### src/rtl/fu_mc.sv
// rtl/fu_mc.sv - function unit with single-cycle ALU ops and iterative multiply/shift
//
// Ports:
//   clk, rst           clock (rising edge), asynchronous active-high reset
//   in_valid/in_ready  request handshake; a_in, b_in, fs_in captured on accept
//   out_valid/out_ready result handshake; f_out plus z/n/c/v flags registered
//   busy_out           high while a multi-cycle op iterates
module fu_mc #(
  parameter int WIDTH  = 16,
  parameter bit MUL_EN = 1'b1
) (
  input  logic             clk,
  input  logic             rst,
  input  logic             in_valid,
  output logic             in_ready,
  input  logic [WIDTH-1:0] a_in,
  input  logic [WIDTH-1:0] b_in,
  input  logic [3:0]       fs_in,
  output logic             out_valid,
  input  logic             out_ready,
  output logic [WIDTH-1:0] f_out,
  output logic             z_out,
  output logic             n_out,
  output logic             c_out,
  output logic             v_out,
  output logic             busy_out
);
  localparam int SW = $clog2(WIDTH);
  localparam int CW = SW + 1;
  localparam int M  = WIDTH - 1;

  typedef enum logic [1:0] {IDLE, EXEC, DONE} state_t;
  state_t state, state_nx;

  logic [3:0]         op;
  logic [CW-1:0]      cnt;
  logic [2*WIDTH-1:0] acc;
  logic [WIDTH-1:0]   mcand;
  logic [SW-1:0]      shamt;
  logic               accept, multi;

  logic [WIDTH:0]     sum, dif, inc, dec;
  logic [WIDTH-1:0]   res_f;
  logic               res_c, res_v;

  logic [WIDTH:0]     hi_sum;
  logic [2*WIDTH-1:0] acc_nx;
  logic [WIDTH-1:0]   step_f;
  logic               step_c;

  assign shamt     = b_in[SW-1:0];
  assign in_ready  = !rst && (state == IDLE || (state == DONE && out_ready));
  assign accept    = in_valid && in_ready;
  assign out_valid = (state == DONE);
  assign busy_out  = (state == EXEC);

  // A shift by zero has nothing to iterate, so it completes like a single-cycle op.
  assign multi = ((fs_in == 4'b1100) && MUL_EN) ||
                 (((fs_in == 4'b1101) || (fs_in == 4'b1110)) && (shamt != '0));

  assign sum = {1'b0, a_in} + {1'b0, b_in};
  assign dif = {1'b0, a_in} - {1'b0, b_in};
  assign inc = {1'b0, a_in} + (WIDTH+1)'(1);
  assign dec = {1'b0, a_in} - (WIDTH+1)'(1);

  always_comb begin
    res_f = '0;
    res_c = 1'b0;
    res_v = 1'b0;
    case (fs_in)
      4'b0000: res_f = a_in;
      4'b0001: begin
        res_f = inc[M:0];
        res_c = inc[WIDTH];
        res_v = ~a_in[M] & inc[M];
      end
      4'b0010: begin
        res_f = sum[M:0];
        res_c = sum[WIDTH];
        res_v = (a_in[M] == b_in[M]) && (sum[M] != a_in[M]);
      end
      4'b0011: begin
        res_f = dif[M:0];
        res_c = ~dif[WIDTH];
        res_v = (a_in[M] != b_in[M]) && (dif[M] != a_in[M]);
      end
      4'b0100: begin
        res_f = dec[M:0];
        res_c = ~dec[WIDTH];
        res_v = a_in[M] & ~dec[M];
      end
      4'b0101: res_f = a_in & b_in;
      4'b0110: res_f = a_in | b_in;
      4'b0111: res_f = a_in ^ b_in;
      4'b1000: res_f = ~a_in;
      4'b1001: res_f = b_in;
      4'b1010: begin
        res_f = {b_in[M-1:0], 1'b0};
        res_c = b_in[M];
      end
      4'b1011: begin
        res_f = {1'b0, b_in[M:1]};
        res_c = b_in[0];
      end
      4'b1101, 4'b1110: res_f = a_in;  // only reached with shamt == 0
      default: res_f = '0;             // reserved, or MUL when disabled
    endcase
  end

  // One iteration step. For MUL, acc holds {partial product high, multiplier};
  // each step conditionally adds the multiplicand into the high half and shifts
  // right, so after WIDTH steps acc is the full 2*WIDTH-bit product.
  always_comb begin
    hi_sum = {1'b0, acc[2*WIDTH-1:WIDTH]} + (acc[0] ? {1'b0, mcand} : {(WIDTH+1){1'b0}});
    acc_nx = acc;
    step_c = 1'b0;
    case (op)
      4'b1100: begin
        acc_nx = {hi_sum, acc[M:1]};
        step_c = |acc_nx[2*WIDTH-1:WIDTH];
      end
      4'b1101: begin
        acc_nx = {acc[2*WIDTH-1:WIDTH], acc[M-1:0], 1'b0};
        step_c = acc[M];
      end
      4'b1110: begin
        acc_nx = {acc[2*WIDTH-1:WIDTH], 1'b0, acc[M:1]};
        step_c = acc[0];
      end
      default: acc_nx = acc;
    endcase
    step_f = acc_nx[M:0];
  end

  always_ff @(posedge clk or posedge rst) begin
    if (rst) state <= IDLE;
    else     state <= state_nx;
  end

  always_comb begin
    state_nx = state;
    case (state)
      IDLE: if (accept) state_nx = multi ? EXEC : DONE;
      EXEC: if (cnt == CW'(1)) state_nx = DONE;
      DONE: if (out_ready) state_nx = accept ? (multi ? EXEC : DONE) : IDLE;
      default: state_nx = IDLE;
    endcase
  end

  always_ff @(posedge clk or posedge rst) begin
    if (rst) begin
      op    <= '0;
      cnt   <= '0;
      acc   <= '0;
      mcand <= '0;
      f_out <= '0;
      z_out <= 1'b0;
      n_out <= 1'b0;
      c_out <= 1'b0;
      v_out <= 1'b0;
    end else if (accept) begin
      op <= fs_in;
      if (multi) begin
        mcand <= a_in;
        if (fs_in == 4'b1100) begin
          cnt <= CW'(WIDTH);
          acc <= {{WIDTH{1'b0}}, b_in};
        end else begin
          cnt <= CW'(shamt);
          acc <= {{WIDTH{1'b0}}, a_in};
        end
      end else begin
        f_out <= res_f;
        z_out <= (res_f == '0);
        n_out <= res_f[M];
        c_out <= res_c;
        v_out <= res_v;
      end
    end else if (state == EXEC) begin
      acc <= acc_nx;
      cnt <= cnt - CW'(1);
      if (cnt == CW'(1)) begin
        f_out <= step_f;
        z_out <= (step_f == '0);
        n_out <= step_f[M];
        c_out <= step_c;
        v_out <= 1'b0;
      end
    end
  end
endmodule

### config.mk
export PLATFORM = sky130hd
export DESIGN_NAME = fu_mc
export DESIGN_NICKNAME = d
export VERILOG_FILES = /design/src/rtl/fu_mc.sv
export SDC_FILE = /design/constraint.sdc
export NUM_CORES = 1
export LEC_CHECK = 0
export BUFFER_PORTS_ARGS = -buffer_cell sky130_fd_sc_hd__buf_2
export CORE_ASPECT_RATIO = 1.4
export CORE_MARGIN = 2
export CORE_UTILIZATION = 45
export DETAILED_ROUTE_END_ITERATION = 6
export PLACE_DENSITY_LB_ADDON = 0.2
export SKIP_CTS_REPAIR_TIMING = 1
export SLEW_MARGIN = 20
export SYNTH_ARGS = -nofsm -noshare
export SYNTH_HDL_FRONTEND = slang
export SYNTH_SLANG_ARGS = --single-unit
### constraint.sdc
create_clock -name clk -period 3.6 [get_ports clk]
set_input_delay 0.36 -clock clk [delete_from_list [all_inputs] [get_ports clk]]
set_output_delay 0.36 -clock clk [all_outputs]
set_load 0.05 [all_outputs]
# Yosys cells after proc, flatten, opt, wreduce, memory -nomap -nowiden
# Cells that the tools add are included.
dict set report classes {
  add_sub_neg 6
  n_bitwise 10
  n_reduce_logical 25
  n_shift 0
  div_mod_pow 0
  n_mul 0
  n_eq_ne 31
  mux 40
  n_lt_le_gt_ge 0
}
# cell n
set op_table {}
lappend op_table {{case mux 16 bit (12 select lines)} 1}
lappend op_table {{2-to-1 mux 16 bit} 6}
lappend op_table {{2-to-1 mux 32 bit} 3}
lappend op_table {{case mux 32 bit (3 select lines)} 1}
lappend op_table {{equality test 4 bit (second input constant)} 10}
lappend op_table {{adder 16 x 16 -> 17 bit} 2}
lappend op_table {{zero test 16 bit} 2}
lappend op_table {{2-to-1 mux 5 bit} 4}
lappend op_table {{adder 16 x 1 -> 17 bit (second input constant)} 1}
lappend op_table {{subtractor 16 x 1 -> 17 bit (second input constant)} 1}
lappend op_table {{subtractor 16 x 16 -> 17 bit} 1}
lappend op_table {{bitwise AND 16 bit} 1}
lappend op_table {{equality test 4 x 3 -> 1 bit (second input constant)} 4}
lappend op_table {{2-to-1 mux 1 bit} 16}
lappend op_table {{NOT 16 bit} 1}
lappend op_table {{OR 16 bit} 1}
lappend op_table {{OR reduction 16 bit} 1}
lappend op_table {{XOR 16 bit} 1}
lappend op_table {{2-to-1 mux 2 bit} 5}
lappend op_table {{equality test 4 x 2 -> 1 bit (second input constant)} 2}
lappend op_table {{inequality test 2 bit (second input constant)} 4}
lappend op_table {{logical AND 1 bit} 6}
lappend op_table {{inequality test 2 x 1 -> 1 bit (second input constant)} 3}
lappend op_table {{case mux 1 bit (6 select lines)} 1}
lappend op_table {{22 further kinds} 34}
dict set report totals {
  regBits 79
  elab_cells 123
  ramBits 0
  in_bits 40
  latch_bits 0
  romBits 0
  mem_count 0
}

# Longest topological paths before layout
# Gate-level depths: netlist (run 1).
dict set report logic_depth {
  depth_word 8
  ltp_mapped 15
}

# Worst setup path after synthesis (run 1)
# Ideal clock, no wire load.
dict set report synth_path {
  path_type {input port to flip-flop}
  start {input port out_ready}
  end {register cnt[4]}
  arrival_ns 3.341
  path_stages 8
  slack_ns 0.138
  setup_ns 0.121
  path_cell_list {inv_1 -> a211oi_1 -> nand2_1 -> nor3_2 -> nor2_1 -> buf_2 -> clkbuf_1 -> o22a_1}
}
dict set report synth_via {
  elab_chain_len 6
}
# element line_no
set synth_rtl {}
lappend synth_rtl {{start, declared} 20} ;# input logic out_ready,
lappend synth_rtl {{logical AND 1 bit (*)} 52} ;# assign in_ready = !rst && (state == IDLE || (state == DONE && out_ready));
lappend synth_rtl {{logical OR 1 bit (*)} 52}
lappend synth_rtl {{logical AND 1 bit (*)} 52}
lappend synth_rtl {{named net in_ready} 15} ;# output logic in_ready,
lappend synth_rtl {{logical AND 1 bit (*)} 53} ;# assign accept = in_valid && in_ready;
lappend synth_rtl {{inequality test 2 x 1 -> 1 bit (no line) or nonzero test 2 bit (tied branches)} n/a}
lappend synth_rtl {{AND reduction 2 bit (no line)} n/a}
lappend synth_rtl {{end signal, assigned} 166} ;# cnt <= CW'(WIDTH);
lappend synth_rtl {{end signal, assigned} 169} ;# cnt <= CW'(shamt);
lappend synth_rtl {{end signal, assigned} 181} ;# cnt <= cnt - CW'(1);
lappend synth_rtl {{end, declared} 36} ;# logic [CW-1:0] cnt;
# The timed path passes the listed nets; every way through them passes the cells marked *.
# A chain may end at the register's enable or synchronous reset.

# Worst setup path in the final report (run 1)
dict set report layout_path {
  start {input port b_in[1]}
  end {register z_out}
}
dict set report layout_via {
  elab_chain_len 5
}
# element line_no
set layout_rtl {}
lappend layout_rtl {{start, declared} 17} ;# input logic [WIDTH-1:0] b_in,
lappend layout_rtl {{subtractor 16 x 16 -> 17 bit (tied with other cells)} 62} ;# assign dif = {1'b0, a_in} - {1'b0, b_in};
lappend layout_rtl {{case mux 16 bit (12 select lines) or logical AND 1 bit (tied branches)} {70, 59}}
lappend layout_rtl {{zero test 16 bit or logical OR 1 bit (tied branches)} {174, 58}}
lappend layout_rtl {{2-to-1 mux 1 bit or inequality test 2 bit (tied branches)} n/a}
lappend layout_rtl {{2-to-1 mux 1 bit or AND reduction 3 bit (tied branches)} n/a}
lappend layout_rtl {{end signal, assigned} 174} ;# z_out <= (res_f == '0);
lappend layout_rtl {{end signal, assigned} 184} ;# z_out <= (step_f == '0);
lappend layout_rtl {{end, declared} 22} ;# output logic z_out,
# Several ways; a longest one is shown, not always the timed one. The select of a mux whose other input is x is not followed.

==> results_dict.tcl, run 1 <==
set metrics [dict create \
    clk_latency_ns 0.34 \
    crit_path_max_fanout 6 \
    syn_inst 1182 \
    drt-wirelength-per-cell_um 22.7 \
    dr.first_iter.drc_count 1016 \
    fmaxAchievable_mhz 299 \
    finalCritPeriodShare_pct 93.0 \
    status "finished, final reports clean" \
    min_period_ns 3.35 \
    dp_hpwl_um 26800 \
    finClkSkew_ns 0.0104 \
    power.leakage_uw 0.00458 \
    power_density_nw_per_um2 526 \
    core_um2 20500 \
    total_power_uw 5450 \
    grt_pass1_vias 9224 \
    io_pins 63 \
    area.growth.synth_to_final_pct 10.9 \
    antenna_found_initial 1 \
    slew_headroom_pct 31.7 \
    setup_ws_ns 0.254 \
    cts_sinks 78 \
    synth.net_count 1298 \
    cp-end-kind "flip-flop" \
    synth_cell_types 105 \
    root_buffer "clkbuf_16" \
    die_w_um 126 \
    gr-total-overflow 0 \
    slew_viol_final 0 \
    drtPass1Iterations 6 \
    cts_tree "done" \
    required_ns 3.83 \
    grt_pass1_wl_um 53600 \
    die_h_um 174 \
    worstRegToRegCells 14 \
    antennaDiodeCount 0 \
    start_kind "input pin" \
    cts_max_path_buffers 2 \
    yosysSeqAreaShare_pct 20.9 \
    place_congestion 0.987 \
    wl_um 34100 \
    ys_ff_latch 78 \
    worst_pin_slew_ns 1.02 \
    hold_viol_final 0 \
    layout-drive-gt1-share_pct 18.4 \
    ys.flop_type "dfrtp_1" \
    ir_drop_mv 0.356 \
    clk_pin_slew_ns 0.06 \
    path_class "in -> reg" \
    hold_path_class "in -> reg" \
    numCtsBuffers 9 \
    num_rows 62 \
    synth_edf_count 0 \
    holdWs_ns 0.327 \
    post-place-ws_ns 0.0327 \
    synthArstFlopShare_pct 100 \
    yosysWarnings 0 \
    drc_errors 0 \
    io_buffers 62 \
    ant_nets 0 \
    die_area_um2 21900 \
    setup_violations 0 \
    maxCapViolations 0 \
    rsz0062_at_grt "false" \
    syn_avg_cell_area_um2 7.90 \
    htree_levels 3 \
    grt_max_degree 39 \
    arrival_ns 3.57 \
    worstHoldPathCells 3 \
    nNetsFinal 1355 \
    tns_ns 0 \
    initial_core_util_pct 45.6 \
    fillCellCount 2058 \
    syn-cell-area_um2 9340 \
    drt-vias-per-instance 6.35 \
    track_usage_pct 30.9 \
    num_vias 9515 \
]
[cells in the final DEF (no fill, tap or decap), types with 7 or more instances in the layout]
cell type	count
xor2_1	15
and3_1	11
o32ai_1	7
mux2_2	19
nand2b_1	16
o21ai_0	67
a21o_1	17
nand2_1	143
o21ai_1	9
or2_2	7
and2_1	20
or3_1	7
mux2i_1	22
a211oi_1	12
xnor2_1	21
a22oi_1	25
o211ai_1	17
buf_4	68
a311oi_1	12
nor3_1	28
nand3_1	15
a21oi_1	76
nor2_1	70
nor2b_1	16
buf_2	62
inv_1	59
a31oi_1	10
dfrtp_1	78
o22ai_1	26
clkbuf_16	9
ha_1	73
o31ai_1	9
nor4_1	14
o221ai_1	8
nand4_1	10
[synth_stat cells, drive strengths merged (21+ instances only)]
cell / n / share of area, %
o21ai: 79 / 4.4
inv: 60 / 2.4
a22oi: 25 / 2.0
xnor2: 21 / 2.0
nor3: 33 / 2.1
nand2: 144 / 5.8
a21oi: 80 / 4.4
and2: 21 / 1.4
clkbuf: 38 / 1.5
o22ai: 26 / 1.7
mux2i: 22 / 2.4
dfrtp: 78 / 21
ha: 73 / 9.8
nor2: 72 / 2.9
buf: 50 / 4.0
[final cells by class]
type                       count  area [µm²]  area share (%)
timing repair buffer         134         891            8.60
clock buffer                  10         229            2.21
sequential                    78        1950            18.8
tap                          256         320            3.09
inverter                      60         226            2.19
multi-input combinational    956        6680            64.5
clock inverter                 5        60.1           0.580
[path summary, 6_finish.rpt]
path                                     from  slack [ns]                    to
max                                   b_in[1]        0.25     z_out$_DFFE_PP0P_
min                                 out_ready        0.33  state[1]$_DFFE_PP0P_
max reg2reg                acc[0]$_DFFE_PP0P_        0.33     c_out$_DFFE_PP0P_
min reg2reg                 op[2]$_DFFE_PP0P_        0.48     op[2]$_DFFE_PP0P_
max in group asynchronous                 rst        2.41  mcand[5]$_DFFE_PP0P_
min in group asynchronous                 rst        0.47  state[1]$_DFFE_PP0P_
[per-layer routing]
metal | global-route usage [%] | part of all wire [%]
met3 | 3.14 | 6.0
met2 | 51.5 | 47
met5 | 0 | 0
met1 | 38.8 | 40
met4 | 17.5 | 7.0
[where the power goes]
group	total (µW)	switching [µW]	internal (µW)
clock	906	370	536
combinational	3020	1950	1070
sequential	1530	280	1250
[critical path, stage by stage]
cell       delay (ns)
buf_2            0.14
inv_1            0.20
ha_1             0.33
a211oi_2         0.32
o21ai_1          0.20
a2111oi_1        0.69
or3_1            0.26
o31a_1           0.23
xor2_1           0.09
o221ai_1         0.36
nor3_2           0.09
a221o_1          0.30
[registers in the layout, summed over array words and instances (netlist names)]
| name | count |
|---|---|
| acc | 32 |
| c_out | 1 |
| cnt | 5 |
| f_out | 16 |
| mcand | 16 |
| op | 4 |
| state | 2 |
| v_out | 1 |
| z_out | 1 |
[per-stage QoR]
stage / std cells / cell area, µm² / util, %
floorplan: 1182 / 9340 / -
global placement: 1483 / 10000 / 49.0
detailed placement: 1483 / 10000 / 49.0
CTS: 1498 / 10300 / 50.4
global route: 1499 / 10400 / 50.6
finish: 1499 / 10400 / 50.6
[kinds of logic after synthesis]
kind of cell,after synthesis,synth area share (%)
simple gates,415,23.8
compound gates,386,28.7
buf+inv,148,7.93
flops,78,20.9
fa+ha+maj,77,10.5
mux,41,4.65
xor+xnor,37,3.47
(Power assumes the default switching activity.)
==> run 2, diff against run 1 <==
==> constraint.sdc (replaced) <==
create_clock -name clk -period 3.9 [get_ports clk]
set_input_delay 0.39 -clock clk [delete_from_list [all_inputs] [get_ports clk]]
set_output_delay 0.39 -clock clk [all_outputs]
set_load 0.05 [all_outputs]
==> run 2 against run 1 <==
First-iteration DRC count is 4.1% lower. Clock skew is 0.0034 ns lower. Clock-buffer cell count is 3 higher. Critical path type unchanged. Core utilization is 1.0 points lower. Routed wire length is 1.7% lower. Combinational power is 10% lower. Global-route usage is 0.69 points lower. Worst hold slack worse by 0.098 ns. Cell count is 1.3% lower. Flip-flop and latch count stayed put. Worst setup slack better by 0.26 ns.
==> results_dict.tcl, run 2 (synthesis gave the netlist of run 1 again) <==
set metrics [dict create \
    slew_viol_final 0 \
    place_congestion 0.988 \
    crit_chain "buf_2 > inv_1 > ha_1 > a211oi_2 > o21ai_1 > a2111oi_1 > or3_1 > o31a_1 > o21a_1 > a221o_1 > a21oi_1 > a221o_1" \
    track_usage_pct 30.2 \
    crit_top_cell "a221o_1" \
    drt-wirelength-per-cell_um 22.7 \
    slew_headroom_pct 33.1 \
    drt-vias-per-instance 6.38 \
    num_rows 62 \
    hold_viol_final 0 \
    required_ns 4.11 \
    post-place-ws_ns 0.241 \
    top_register "acc" \
    die_w_um 126 \
    finalCritPeriodShare_pct 86.9 \
    min_period_ns 3.39 \
    largest_register_ffs 32 \
    mostFrequentLayoutCell "nand2_1" \
    htree_levels 3 \
    path_class "in -> reg" \
    cts_sinks 78 \
    crit_path_max_fanout 6 \
    clk_latency_ns 0.33 \
    status "finished, final reports clean" \
    start_kind "input pin" \
    clk_pin_slew_ns 0.06 \
    nNetsFinal 1334 \
    gr-total-overflow 0 \
    num_vias 9439 \
    power_density_nw_per_um2 489 \
    final_cell_mix "143 x nand2_1, 78 x dfrtp_1, 77 x a21oi_1" \
    wl_um 33500 \
    io_pins 63 \
    grt_max_degree 54 \
    ant_nets 0 \
    cts_max_path_buffers 2 \
    worstRegToRegCells 13 \
    cts_tree "done" \
    slowest_stage "a2111oi_1" \
    total_power_uw 4970 \
    setup_violations 0 \
    drc_errors 0 \
    arrival_ns 3.60 \
    setup_ws_ns 0.512 \
    max_stage_delay_ns 0.69 \
    io_buffers 62 \
    antenna_found_initial 0 \
    fmaxAchievable_mhz 295 \
    worst_pin_slew_ns 1.00 \
    antennaDiodeCount 0 \
    die_h_um 174 \
    cp-end-kind "flip-flop" \
    die_area_um2 21900 \
    hold_path_class "in -> async" \
    initial_core_util_pct 45.6 \
    dr.first_iter.drc_count 974 \
    numCtsBuffers 9 \
    layout-drive-gt1-share_pct 16.7 \
    grt_pass1_vias 9198 \
    area.growth.synth_to_final_pct 8.73 \
    root_buffer "clkbuf_16" \
    maxCapViolations 0 \
    drtPass1Iterations 6 \
    core_um2 20500 \
    ir_drop_mv 0.345 \
    r2r_slack_ns 0.55 \
    biggestRegsByFlops "acc: 32 flops, f_out: 16 flops, mcand: 16 flops" \
    grt_pass1_wl_um 52300 \
    power.leakage_uw 0.00448 \
    tns_ns 0 \
    rsz0062_at_grt "false" \
    finClkSkew_ns 0.00693 \
    dp_hpwl_um 26000 \
]
==> run 2: area by class of cell <==
| cell class | instances | area [µm²] |
|---|---|---|
| Clock buffer | 13 | 250 |
| Clock inverter | 3 | 43.8 |
| Fill cell | 2056 | 10300 |
| Inverter | 60 | 226 |
| Multi-Input combinational cell | 956 | 6660 |
| Sequential cell | 78 | 1950 |
| Tap cell | 256 | 320 |
| Timing Repair Buffer | 113 | 706 |
==> run 2: worst paths after layout <==
check                                             end                 start
worst max-delay path                z_out$_DFFE_PP0P_               b_in[1]
worst min-delay path             state[1]$_DFFE_PP0P_                   rst
worst max register to register      c_out$_DFFE_PP0P_  mcand[0]$_DFFE_PP0P_
worst min register to register      op[3]$_DFFE_PP0P_     op[3]$_DFFE_PP0P_
max in group asynchronous       mcand[15]$_DFFE_PP0P_                   rst
min in group clk                 state[1]$_DFFE_PP0P_             out_ready
==> run 2: per-layer routing <==
metal	up-vias	wire length [µm]	GRT usage, %
met5	-	0	0
met4	0	2000	17.3
met3	86	1820	2.59
met2	396	16400	52.1
met1	4519	13300	36.7
li1	4438	-	-
==> run 2: critical path, delay by kind of cell <==
kind | cells | cell delay [ns]
adder cells (fa/ha/maj) | 1 | 0.33
buffers and inverters | 2 | 0.36
AO/OA/AOI/OAI | 8 | 2.26
AND/OR/NAND/NOR | 1 | 0.26
==> run 2: power breakdown <==
| part | total (µW) | switching, µW | internal (µW) |
|---|---|---|---|
| registers | 1420 | 266 | 1150 |
| clock network | 842 | 328 | 514 |
| logic | 2710 | 1760 | 947 |
| total | 4970 | 2360 | 2610 |
==> run 2: stage by stage <==
stage	cell area, µm²	hold slack, ns	util, %	std cells
6_report	10200	0.229	49.6	1479
5_1_grt	10200	0.320	49.6	1479
4_1_cts	10200	0.257	49.6	1479
3_5_place_dp	9860	0.466	48.2	1463
3_3_place_gp	9860	0.460	48.2	1463
2_1_floorplan	9340	0.446	-	1182
==> run 3, diff against run 2 <==
--- a/config.mk
+++ b/config.mk
@@ -6,9 +6,9 @@
 export NUM_CORES = 1
 export LEC_CHECK = 0
 export BUFFER_PORTS_ARGS = -buffer_cell sky130_fd_sc_hd__buf_2
-export CORE_ASPECT_RATIO = 1.4
 export CORE_MARGIN = 2
 export CORE_UTILIZATION = 45
+export CTS_CLUSTER_DIAMETER = 80
 export DETAILED_ROUTE_END_ITERATION = 6
 export PLACE_DENSITY_LB_ADDON = 0.2
 export SKIP_CTS_REPAIR_TIMING = 1
==> run 3 against run 2 <==
Maximum frequency grew 1.4%. Power shrank 0.88%. Sequential power is essentially flat. Critical path type is now reg -> reg. Highest routed layer unchanged.
==> results_dict.tcl, run 3 (synthesis gave the netlist of run 1 again) <==
set metrics [dict create \
    post-place-ws_ns 0.319 \
    clk_pin_slew_ns 0.06 \
    crit_path_max_fanout 9 \
    io_buffers 62 \
    min_period_ns 3.34 \
    power_density_nw_per_um2 486 \
    dr.first_iter.drc_count 1148 \
    drtPass1Iterations 6 \
    num_vias 9507 \
    cp-end-kind "flip-flop" \
    required_ns 4.14 \
    grt_max_degree 52 \
    ir_drop_mv 0.259 \
    num_rows 52 \
    tns_ns 0 \
    cts_max_path_buffers 2 \
    die_area_um2 21900 \
    drt-vias-per-instance 6.38 \
    ant_nets 0 \
    drt-wirelength-per-cell_um 22.4 \
    status "finished, final reports clean" \
    wl_um 33400 \
    htree_levels 3 \
    die_h_um 148 \
    nNetsFinal 1330 \
    area.growth.synth_to_final_pct 8.53 \
    arrival_ns 3.58 \
    layout-drive-gt1-share_pct 16.7 \
    grt_pass1_wl_um 52600 \
    largest_register_ffs 32 \
    slew_headroom_pct 28.5 \
    mostFrequentLayoutCell "nand2_1" \
    start_kind "flip-flop" \
    place_congestion 0.998 \
    setup_violations 0 \
    hold_viol_final 0 \
    rsz0062_at_grt "false" \
    worst_pin_slew_ns 1.07 \
    io_pins 63 \
    maxCapViolations 0 \
    met3_length_um 3240 \
    gr-total-overflow 0 \
    power.leakage_uw 0.00445 \
    wl_met1_um 14600 \
    setup_ws_ns 0.558 \
    top_layer_used "met4" \
    fmaxAchievable_mhz 299 \
    final_util_pct 50.0 \
    dr_wl_met2_um 14500 \
    biggestRegsByFlops "acc: 32 flops, f_out: 16 flops, mcand: 16 flops" \
    grt_pass1_vias 8948 \
    r2r_slack_ns 0.56 \
    root_buffer "clkbuf_16" \
    hold_path_class "in -> async" \
    slew_viol_final 0 \
    top_register "acc" \
    drc_errors 0 \
    holdWs_ns 0.206 \
    clk_latency_ns 0.35 \
    finClkSkew_ns 0.00813 \
    die_w_um 148 \
    finalCritPeriodShare_pct 85.7 \
    final_cell_mix "143 x nand2_1, 78 x dfrtp_1, 77 x a21oi_1" \
    antenna_found_initial 0 \
    path_class "reg -> reg" \
    cts_sinks 78 \
    core_um2 20300 \
    cts_tree "done" \
    track_usage_pct 30.5 \
    total_power_uw 4930 \
    antennaDiodeCount 0 \
    initial_core_util_pct 46.0 \
    dp_hpwl_um 25500 \
    numCtsBuffers 9 \
]
[run 3: changes by cell type in the layout (fill, tap and decap cells not counted)]
cell and change:
bufinv_16 -1, clkinv_4 -1, clkinvlp_4 +3, clkbuf_1 -3
buf_4 -4, inv_6 +2, o21ai_1 -1, o21ai_2 +1
[run 3: worst max-delay path, stage by stage, from the launching register on]
cell	delay (ns)
dfrtp_1	0.45
and2_1	0.17
ha_1	0.19
inv_1	0.06
fa_1	0.40
xor2_1	0.25
o311ai_0	0.18
a21oi_1	0.15
nand4_1	0.10
nor4bb_1	0.37
nand4_1	0.16
nor4b_1	0.42
a41o_1	0.28
nand2_1	0.06
[run 3: layout make-up]
| type | instances | area (µm²) |
|---|---|---|
| clock buffers | 10 | 239 |
| clock inverters | 6 | 45.0 |
| fillers | 2043 | 10200 |
| inverters | 60 | 226 |
| multi-input cells | 956 | 6660 |
| flip-flops and latches | 78 | 1950 |
| well taps | 270 | 338 |
| repair buffers | 109 | 676 |
[run 3: where the power goes]
part	total (µW)	leakage, µW	switching (µW)	internal (µW)
sequential	1420	0.000978	264	1150
clock	806	0.000132	354	451
combinational	2700	0.00334	1750	953
[run 3: through the flow]
stage               instance area (µm²)  instances
detailed placement                 9860       1473
global placement                   9860       1473
global route                      10100       1489
finish                            10100       1489
CTS                               10100       1489
floorplan                          9340       1182
[run 3: routing by layer]
| metal | vias to the layer above | track usage (%) |
|---|---|---|
| met5 | - | 0 |
| met4 | 0 | 10.0 |
| met3 | 83 | 6.07 |
| met2 | 512 | 45.9 |
| met1 | 4471 | 43.8 |
| li1 | 4441 | - |
[run 3: worst paths after layout]
kind | endpoint | cells past startpoint | start
hold / removal | acc[31]$_DFFE_PP0P_ | 2 | rst
hold reg to reg | f_out[8]$_DFFE_PP0P_ | 2 | f_out[8]$_DFFE_PP0P_
setup reg to reg | c_out$_DFFE_PP0P_ | 13 | acc[0]$_DFFE_PP0P_
max in group asynchronous | acc[17]$_DFFE_PP0P_ | 3 | rst
min in group clk | state[1]$_DFFE_PP0P_ | 3 | out_ready
setup / recovery | c_out$_DFFE_PP0P_ | 13 | acc[0]$_DFFE_PP0P_
